--- src/rtl/redmule_mx_wr_scheduler.sv ---
// Sequences one MX output tile (FP8 value beats + packed shared exponents) onto a single store port.
// Optional performance counters are enabled by defining REDMULE_MX_WR_SCHED_PERF_EN.
module redmule_mx_wr_scheduler #(
    parameter int DATAW_ALIGN = 512,
    parameter int EXP_W       = 8,
    parameter int CNT_W       = 16
) (
    input  logic                   clk_i,
    input  logic                   rst_i,
    input  logic                   start_i,
    input  logic [CNT_W-1:0]       tile_beats_i,
    input  logic                   val_valid_i,
    output logic                   val_ready_o,
    input  logic [DATAW_ALIGN-1:0] val_data_i,
    input  logic                   exp_valid_i,
    output logic                   exp_ready_o,
    input  logic [EXP_W-1:0]       exp_data_i,
    output logic                   wr_valid_o,
    input  logic                   wr_ready_i,
    output logic [DATAW_ALIGN-1:0] wr_data_o,
    output logic                   wr_sel_o,
    output logic                   busy_o,
    output logic                   done_o,
    output logic [31:0]            perf_stall_o,
    output logic [31:0]            perf_exp_o
);

    localparam int EXP_PER_WORD = DATAW_ALIGN / EXP_W;
    localparam int PACK_W       = $clog2(EXP_PER_WORD);

    localparam logic [1:0] ST_IDLE  = 2'd0;
    localparam logic [1:0] ST_RUN   = 2'd1;
    localparam logic [1:0] ST_DRAIN = 2'd2;

    logic [1:0]             state_reg;
    logic [1:0]             state_next;
    logic [CNT_W-1:0]       beats_reg;
    logic [CNT_W-1:0]       val_cnt_reg;
    logic [CNT_W-1:0]       exp_cnt_reg;
    logic [PACK_W-1:0]      pack_cnt_reg;
    logic                   pend_reg;
    logic                   wr_valid_reg;
    logic                   wr_sel_reg;
    logic [DATAW_ALIGN-1:0] wr_data_reg;
    logic [DATAW_ALIGN-1:0] pack_word;

    logic is_idle;
    logic is_run;
    logic is_drain;
    logic ld;
    logic start_acc;
    logic val_hs;
    logic exp_hs;
    logic word_ld;
    logic pack_wrap;
    logic flush;
    logic tile_done;

    assign is_idle  = (state_reg == ST_IDLE);
    assign is_run   = (state_reg == ST_RUN);
    assign is_drain = (state_reg == ST_DRAIN);

    // The output register can take a new beat when empty or being drained this cycle.
    assign ld        = !wr_valid_reg || wr_ready_i;
    assign start_acc = is_idle && start_i;

    assign val_ready_o = is_run && ld && !pend_reg && (val_cnt_reg < beats_reg);
    assign exp_ready_o = is_run && !pend_reg && (exp_cnt_reg < beats_reg);
    assign val_hs      = val_valid_i && val_ready_o;
    assign exp_hs      = exp_valid_i && exp_ready_o;

    assign word_ld   = is_run && ld && pend_reg;
    assign pack_wrap = exp_hs && (pack_cnt_reg == PACK_W'(EXP_PER_WORD - 1));
    // Last exponent landed mid-word: flush the partial word (upper lanes are already zero).
    assign flush     = is_run && !pend_reg && (exp_cnt_reg == beats_reg) && (pack_cnt_reg != '0);
    assign tile_done = is_run && (val_cnt_reg == beats_reg) && (exp_cnt_reg == beats_reg)
                       && !pend_reg && (pack_cnt_reg == '0);

    assign busy_o     = !is_idle;
    assign done_o     = is_drain && ld;
    assign wr_valid_o = wr_valid_reg;
    assign wr_sel_o   = wr_sel_reg;
    assign wr_data_o  = wr_data_reg;

    always_comb begin
        state_next = state_reg;
        case (state_reg)
            ST_IDLE:  if (start_i)   state_next = ST_RUN;
            ST_RUN:   if (tile_done) state_next = ST_DRAIN;
            ST_DRAIN: if (ld)        state_next = ST_IDLE;
            default:                 state_next = ST_IDLE;
        endcase
    end

    always_ff @(posedge clk_i) begin
        if (rst_i) begin
            state_reg    <= ST_IDLE;
            beats_reg    <= '0;
            val_cnt_reg  <= '0;
            exp_cnt_reg  <= '0;
            pack_cnt_reg <= '0;
            pend_reg     <= 1'b0;
        end else begin
            state_reg <= state_next;
            if (start_acc) begin
                beats_reg    <= tile_beats_i;
                val_cnt_reg  <= '0;
                exp_cnt_reg  <= '0;
                pack_cnt_reg <= '0;
                pend_reg     <= 1'b0;
            end else begin
                if (val_hs) begin
                    val_cnt_reg <= val_cnt_reg + CNT_W'(1);
                end
                if (exp_hs) begin
                    exp_cnt_reg  <= exp_cnt_reg + CNT_W'(1);
                    pack_cnt_reg <= pack_wrap ? '0 : pack_cnt_reg + PACK_W'(1);
                end else if (flush) begin
                    pack_cnt_reg <= '0;
                end
                if (pack_wrap || flush) begin
                    pend_reg <= 1'b1;
                end else if (word_ld) begin
                    pend_reg <= 1'b0;
                end
            end
        end
    end

    // One register per exponent lane; a lane is written when the pack pointer selects it.
    for (genvar gi = 0; gi < EXP_PER_WORD; gi++) begin : g_lane
        logic [EXP_W-1:0] lane_reg;

        always_ff @(posedge clk_i) begin
            if (rst_i || start_acc || word_ld) begin
                lane_reg <= '0;
            end else if (exp_hs && (pack_cnt_reg == PACK_W'(gi))) begin
                lane_reg <= exp_data_i;
            end
        end

        assign pack_word[gi*EXP_W +: EXP_W] = lane_reg;
    end

    // A pending exponent word takes priority over the next value beat.
    always_ff @(posedge clk_i) begin
        if (rst_i) begin
            wr_valid_reg <= 1'b0;
            wr_sel_reg   <= 1'b0;
            wr_data_reg  <= '0;
        end else if (ld) begin
            if (word_ld) begin
                wr_valid_reg <= 1'b1;
                wr_sel_reg   <= 1'b1;
                wr_data_reg  <= pack_word;
            end else if (val_hs) begin
                wr_valid_reg <= 1'b1;
                wr_sel_reg   <= 1'b0;
                wr_data_reg  <= val_data_i;
            end else begin
                wr_valid_reg <= 1'b0;
            end
        end
    end

`ifdef REDMULE_MX_WR_SCHED_PERF_EN
    logic [31:0] perf_stall_reg;
    logic [31:0] perf_exp_reg;

    always_ff @(posedge clk_i) begin
        if (rst_i || start_acc) begin
            perf_stall_reg <= '0;
            perf_exp_reg   <= '0;
        end else begin
            if (wr_valid_reg && !wr_ready_i && (perf_stall_reg != '1)) begin
                perf_stall_reg <= perf_stall_reg + 32'd1;
            end
            if (word_ld && (perf_exp_reg != '1)) begin
                perf_exp_reg <= perf_exp_reg + 32'd1;
            end
        end
    end

    assign perf_stall_o = perf_stall_reg;
    assign perf_exp_o   = perf_exp_reg;
`else
    assign perf_stall_o = '0;
    assign perf_exp_o   = '0;
`endif

endmodule

--- config.mk ---
export PLATFORM = sky130hd
export DESIGN_NAME = redmule_mx_wr_scheduler
export DESIGN_NICKNAME = d
export VERILOG_FILES = /design/src/rtl/redmule_mx_wr_scheduler.sv
export SDC_FILE = /design/constraint.sdc
export NUM_CORES = 2
export LEC_CHECK = 0
export ABC_CLOCK_PERIOD_IN_PS = 4850
export CELL_PAD_IN_SITES_DETAIL_PLACEMENT = 1
export CELL_PAD_IN_SITES_GLOBAL_PLACEMENT = 2
export CORE_AREA = 4 4 439 441
export CTS_CLUSTER_SIZE = 16
export DETAILED_ROUTE_END_ITERATION = 12
export DIE_AREA = 0 0 443 445
export DONT_BUFFER_PORTS = 1
export PLACE_DENSITY = 0.65
export SKIP_CTS_REPAIR_TIMING = 1
export SKIP_LAST_GASP = 1
export SYNTH_ARGS = -nofsm -noshare
export SYNTH_HDL_FRONTEND = slang
export SYNTH_SLANG_ARGS = --single-unit
--- constraint.sdc ---
create_clock -name clk_i -period 4.85 [get_ports clk_i]
set_clock_uncertainty 0.2 [all_clocks]
set_input_delay 0.7275 -clock clk_i [delete_from_list [all_inputs] [get_ports clk_i]]
set_output_delay 0.7275 -clock clk_i [all_outputs]
set_load 0.01 [all_outputs]
Word-level counts from Yosys, hierarchy flattened --
Cells that the tools add are included.
Cells by class: div/mod/pow operators 0, order comparisons 2, multiplexer cells 15, bitwise operators 0, multipliers 0, add/sub/neg operators 3, reductions and logical operators 96, shift operators 0, equal/unequal tests 70
Operators with widths (count):
- two-way mux 512 bit | 2
- == test 6 bit (second input constant) | 32
- == test 6 x 5 -> 1 bit (second input constant) | 16
- logical AND 1 bit | 80
- == test 6 x 4 -> 1 bit (second input constant) | 8
- adder 16 x 1 -> 16 bit (second input constant) | 2
- == test 16 bit | 2
- less-than comparator 16 bit | 2
- == test 6 x 3 -> 1 bit (second input constant) | 4
- two-way mux 6 bit | 3
- == test 6 x 2 -> 1 bit (second input constant) | 2
- adder 6 x 1 -> 6 bit (second input constant) | 1
- == test 6 x 1 -> 1 bit (second input constant) | 1
- zero test 6 bit | 1
- two-way mux 1 bit | 6
- two-way mux 2 bit | 3
- case mux 2 bit (3 select lines) | 1
- nonzero test 2 bit | 3
- nonzero test 6 bit | 1
- logical OR 1 bit | 4
- != test 2 x 1 -> 1 bit (second input constant) | 2
- zero test 1 bit | 3
- AND reduction 3 bit | 1
- == test 2 x 1 -> 1 bit (second input constant) | 1
- 5 further kinds | 5
Word-level totals: input bits 542, ROM bits 0, memories kept 0, bits in latches 0, register bits after elaboration 1083, RAM bits 0, output and inout bits 582, logic and storage cells 259

Depth between registers and ports, before layout --
word-level depth 8, depth in mapped cells 11, mapped depth without buffers 9

Least setup slack after synthesis --
Ideal clock, no wire load.
path type reg-to-reg, from register beats_reg[13], to register g_lane[15].lane_reg[0], arrival time 2.548 ns, library setup time 0.073 ns, clock period less this slack 2.821 ns, data required time 4.577 ns, setup slack 2.029 ns, buffers on the path 2, stages on the path, launching flop included 11, cells stage by stage dfxtp_1 > inv_1 > ha_1 > a211oi_1 > nor2_1 > nor3_1 > nand4_1 > buf_2 > buf_6 > nor4_2 > mux2i_1
Between the ends: longest elaborated chain between the ends 4
RTL lines:
- start, declared | line 37 | logic [CNT_W-1:0] beats_reg;
- start signal, assigned | line 106 | beats_reg <= tile_beats_i;
- less-than comparator 16 bit | line 68 | assign exp_ready_o = is_run && !pend_reg && (exp_cnt_reg < beats_reg);
- logical AND 1 bit | line 68
- logical AND 1 bit | line 70 | assign exp_hs = exp_valid_i && exp_ready_o;
- logical AND 1 bit | line 137 | end else if (exp_hs && (pack_cnt_reg == PACK_W'(gi))) begin
- end signal, assigned | line 138 | lane_reg <= exp_data_i;
- end, declared | line 132 | logic [EXP_W-1:0] lane_reg;
Every way passes these cells. A chain may end at the register's enable or synchronous reset.

Worst setup path after layout --
from register beats_reg[14], to output port exp_ready_o
Between the ends: longest elaborated chain between the ends 2
RTL lines:
- less-than comparator 16 bit | line 68
- logical AND 1 bit | line 68
- end, declared | line 16 | output logic exp_ready_o,
Every way passes these cells.

==> reports/results.ini <==
[status]
status=finished, violations left
violations=hold timing, slew limit

[power_and_ir_drop]
switchingPower_w=0.00537
leakage_nw=21.9
swShare=0.253
ir_drop_mv=0.301
pwr-share-comb=0.069
power_density_nw_per_um2=383
clkPwrFrac=0.485
finalPower_w=0.0212
p_seq_frac=0.446
internal_power_w=0.0159

[final_layout]
nNetsFinal=5932
drive_gt1_frac=0.0671
final_cells=7976
nFillCells=21900
area_growth_pct=25.7

[logic_synthesis]
yosysWarningCount=0
synth_ff_type=dfxtp_1
synth.distinct_cells=48
synth_top_cell_area_share=0.492
yosysSeqAreaShare=0.492
synth_area_leaders=dfxtp_1 (49%), mux2i_1 (12%), nand2_1 (9.8%)
ys_top_cells_by_count=nand2_1 (1150), dfxtp_1 (1083), nor2_1 (536), a21oi_1 (520), mux2i_1 (513)
async_flop_share=0
syn_inst=5115
yosysMostFrequentCell=nand2_1
synth_edf_count=0
synth.avg_cell_area_um2=8.62
synth_area_leader_cell=dfxtp_1
syn_area_um2=44100
ys_seq_elements=1083

[clocking]
clkTransAtPathRegs_ns=0.06
cts_made_buffers=133
clock-root-buffer=clkbuf_16
insertion_delay_ns=0.78
clock_sinks=1083
cts_tree=yes
clockBufferDepth=3
h-tree-depth=4

[placement]
portBuffers=0
dp_hpwl_mm=141
place.gp.congestion=0.863
dp.cells=7308

[die]
die_y_um=445
initial_core_util=0.233
io-pin-count=1124
rows=160
die_w_um=443
core_um2=189000
die_area_um2=197000

[sta]
finalCritPeriodShare=0.882
grt_setup_unrepaired=false
setup_viol=0
timing_hold_violations_final=1
tightestPinTransition_ns=3.58
fmax_mhz=234
timing.setup.tns_ns=0
slew_viol_final=303
whs_ns=-0.00649
relSlewSlack=-1.39
min_period_ns=4.28

[routing]
via_count=38400
ant_nets=0
wl_per_cell_um=25.3
first_pass_iters=7
drc=0
vias_per_cell=4.82
dr.first_iter.drc_count=2221
drt-total-wl_mm=202

[grt]
grt_pass1_vias=38000
grt_overflow=0
grt_pass1_wl_mm=279
antenna_found_initial=22
grtUsageTotal=0.190
grt_max_degree=538

[worst_setup_path]
critPathMaxFanout=10
cpMostUsedCell=nand4_1
r2r_cells=9
criticalPathCategory=reg -> out
crit_path_cell_trace=inv_1, ha_1, nand4_1, nor4_1, o21ai_0, nand4_1, inv_2
cp_data_arrival_time_ns=3.35
crit_path_max_incr_delay_ns=0.53
slowest_stage=nand4_1
crit_path_start_kind=flop
endpoint_kind=output port
crit_required_ns=3.92

[job]
maxCapViolations=0

[hold_path]
hp-class=in -> reg
holdPathStages=2

## cell type report
class                           count  area, um^2  area share
Clock buffer                      194        3820      0.0689
Tap cell                         2511        3140      0.0567
Clock inverter                     42         631      0.0114
Multi-Input combinational cell   3568       20500       0.369
Timing Repair Buffer              542        5550       0.100
Sequential cell                  1083       21700       0.391
Antenna cell                       12        30.0    0.000542
Inverter                           24        90.1     0.00163
## placed cells by master, fill, tap and decap left out, types with 9 or more instances in the layout
| cell type | n |
|---|---|
| nand3_1 | 56 |
| nand2_1 | 1141 |
| conb_1 | 64 |
| buf_4 | 91 |
| ha_1 | 38 |
| dfxtp_1 | 1083 |
| clkinv_2 | 14 |
| mux2i_1 | 513 |
| nor4_4 | 10 |
| diode_2 | 12 |
| a21oi_1 | 520 |
| nor3_2 | 14 |
| o21ai_0 | 20 |
| bufinv_16 | 13 |
| inv_1 | 23 |
| nand4_1 | 16 |
| clkbuf_16 | 135 |
| nor2_1 | 535 |
| a211oi_1 | 468 |
| a311oi_1 | 47 |
| or3_1 | 14 |
| nand2_4 | 9 |
| dlygate4sd3_1 | 417 |
| o31ai_1 | 15 |
| or4_1 | 24 |
| buf_12 | 32 |
| clkbuf_8 | 22 |
| clkbuf_1 | 37 |
## power groups by stage
stage | clock [W] | combinational [W] | sequential (W)
5_1_grt | 0.0110 | 0.00160 | 0.00947
2_1_floorplan | 0 | 0.000832 | 0.00952
3_3_place_gp | 0 | 0.00112 | 0.00965
6_report | 0.0103 | 0.00147 | 0.00946
3_5_place_dp | 0 | 0.00114 | 0.00965
4_1_cts | 0.0106 | 0.00114 | 0.00946
## cells by family after synthesis
kind of cell / after synthesis / share of synthesized area
muxes: 513 / 0.116
buffers and inverters: 527 / 0.0524
other: 1 / 0.0000850
DFF: 1083 / 0.492
AOI/OAI and AO/OA: 1085 / 0.156
xor gates and xnor gates: 3 / 0.000596
adders and majority gates: 38 / 0.0108
and+or+nand+nor: 1865 / 0.173
## per-layer routing
layer / GRT usage / part of all wire / vias up
met1: 0.232 / 0.42 / 19200
li1: - / - / 17900
met2: 0.333 / 0.50 / 1033
met4: 0.0499 / 0.023 / 8
met5: 0 / 0.00023 / -
met3: 0.0456 / 0.054 / 265
## path summary, 6_finish.rpt
check / slack [ns] / end / start
worst max-delay path: 0.57 / exp_ready_o / beats_reg[14]$_SDFFE_PP0P_
worst min register to register: 0.26 / g_lane[59].lane_reg[5]$_SDFFE_PP0P_ / g_lane[59].lane_reg[5]$_SDFFE_PP0P_
worst min-delay path: -0.006 / wr_data_o[378]$_SDFFE_PP0P_ / val_data_i[378]
worst max register to register: 0.82 / wr_data_o[385]$_SDFFE_PP0P_ / state_reg[0]$_SDFFE_PP0P_
## metrics by stage
stage	util	worst slack [ns]	cell area, um^2
5_1_grt	0.293	0.387	55400
3_5_place_dp	0.247	0.971	46700
6_report	0.293	0.571	55400
4_1_cts	0.270	0.541	51100
3_3_place_gp	0.247	1.02	46700
2_1_floorplan	-	2.03	44300
## critical path, delay by kind of cell, from the launching register on
| kind | cells | cell delay [ns] |
|---|---|---|
| simple gates | 3 | 1.21 |
| buf+inv | 2 | 0.42 |
| flops | 1 | 0.33 |
| fa+ha+maj | 1 | 0.29 |
| compound gates | 1 | 0.28 |
(Power assumes the default switching activity.)
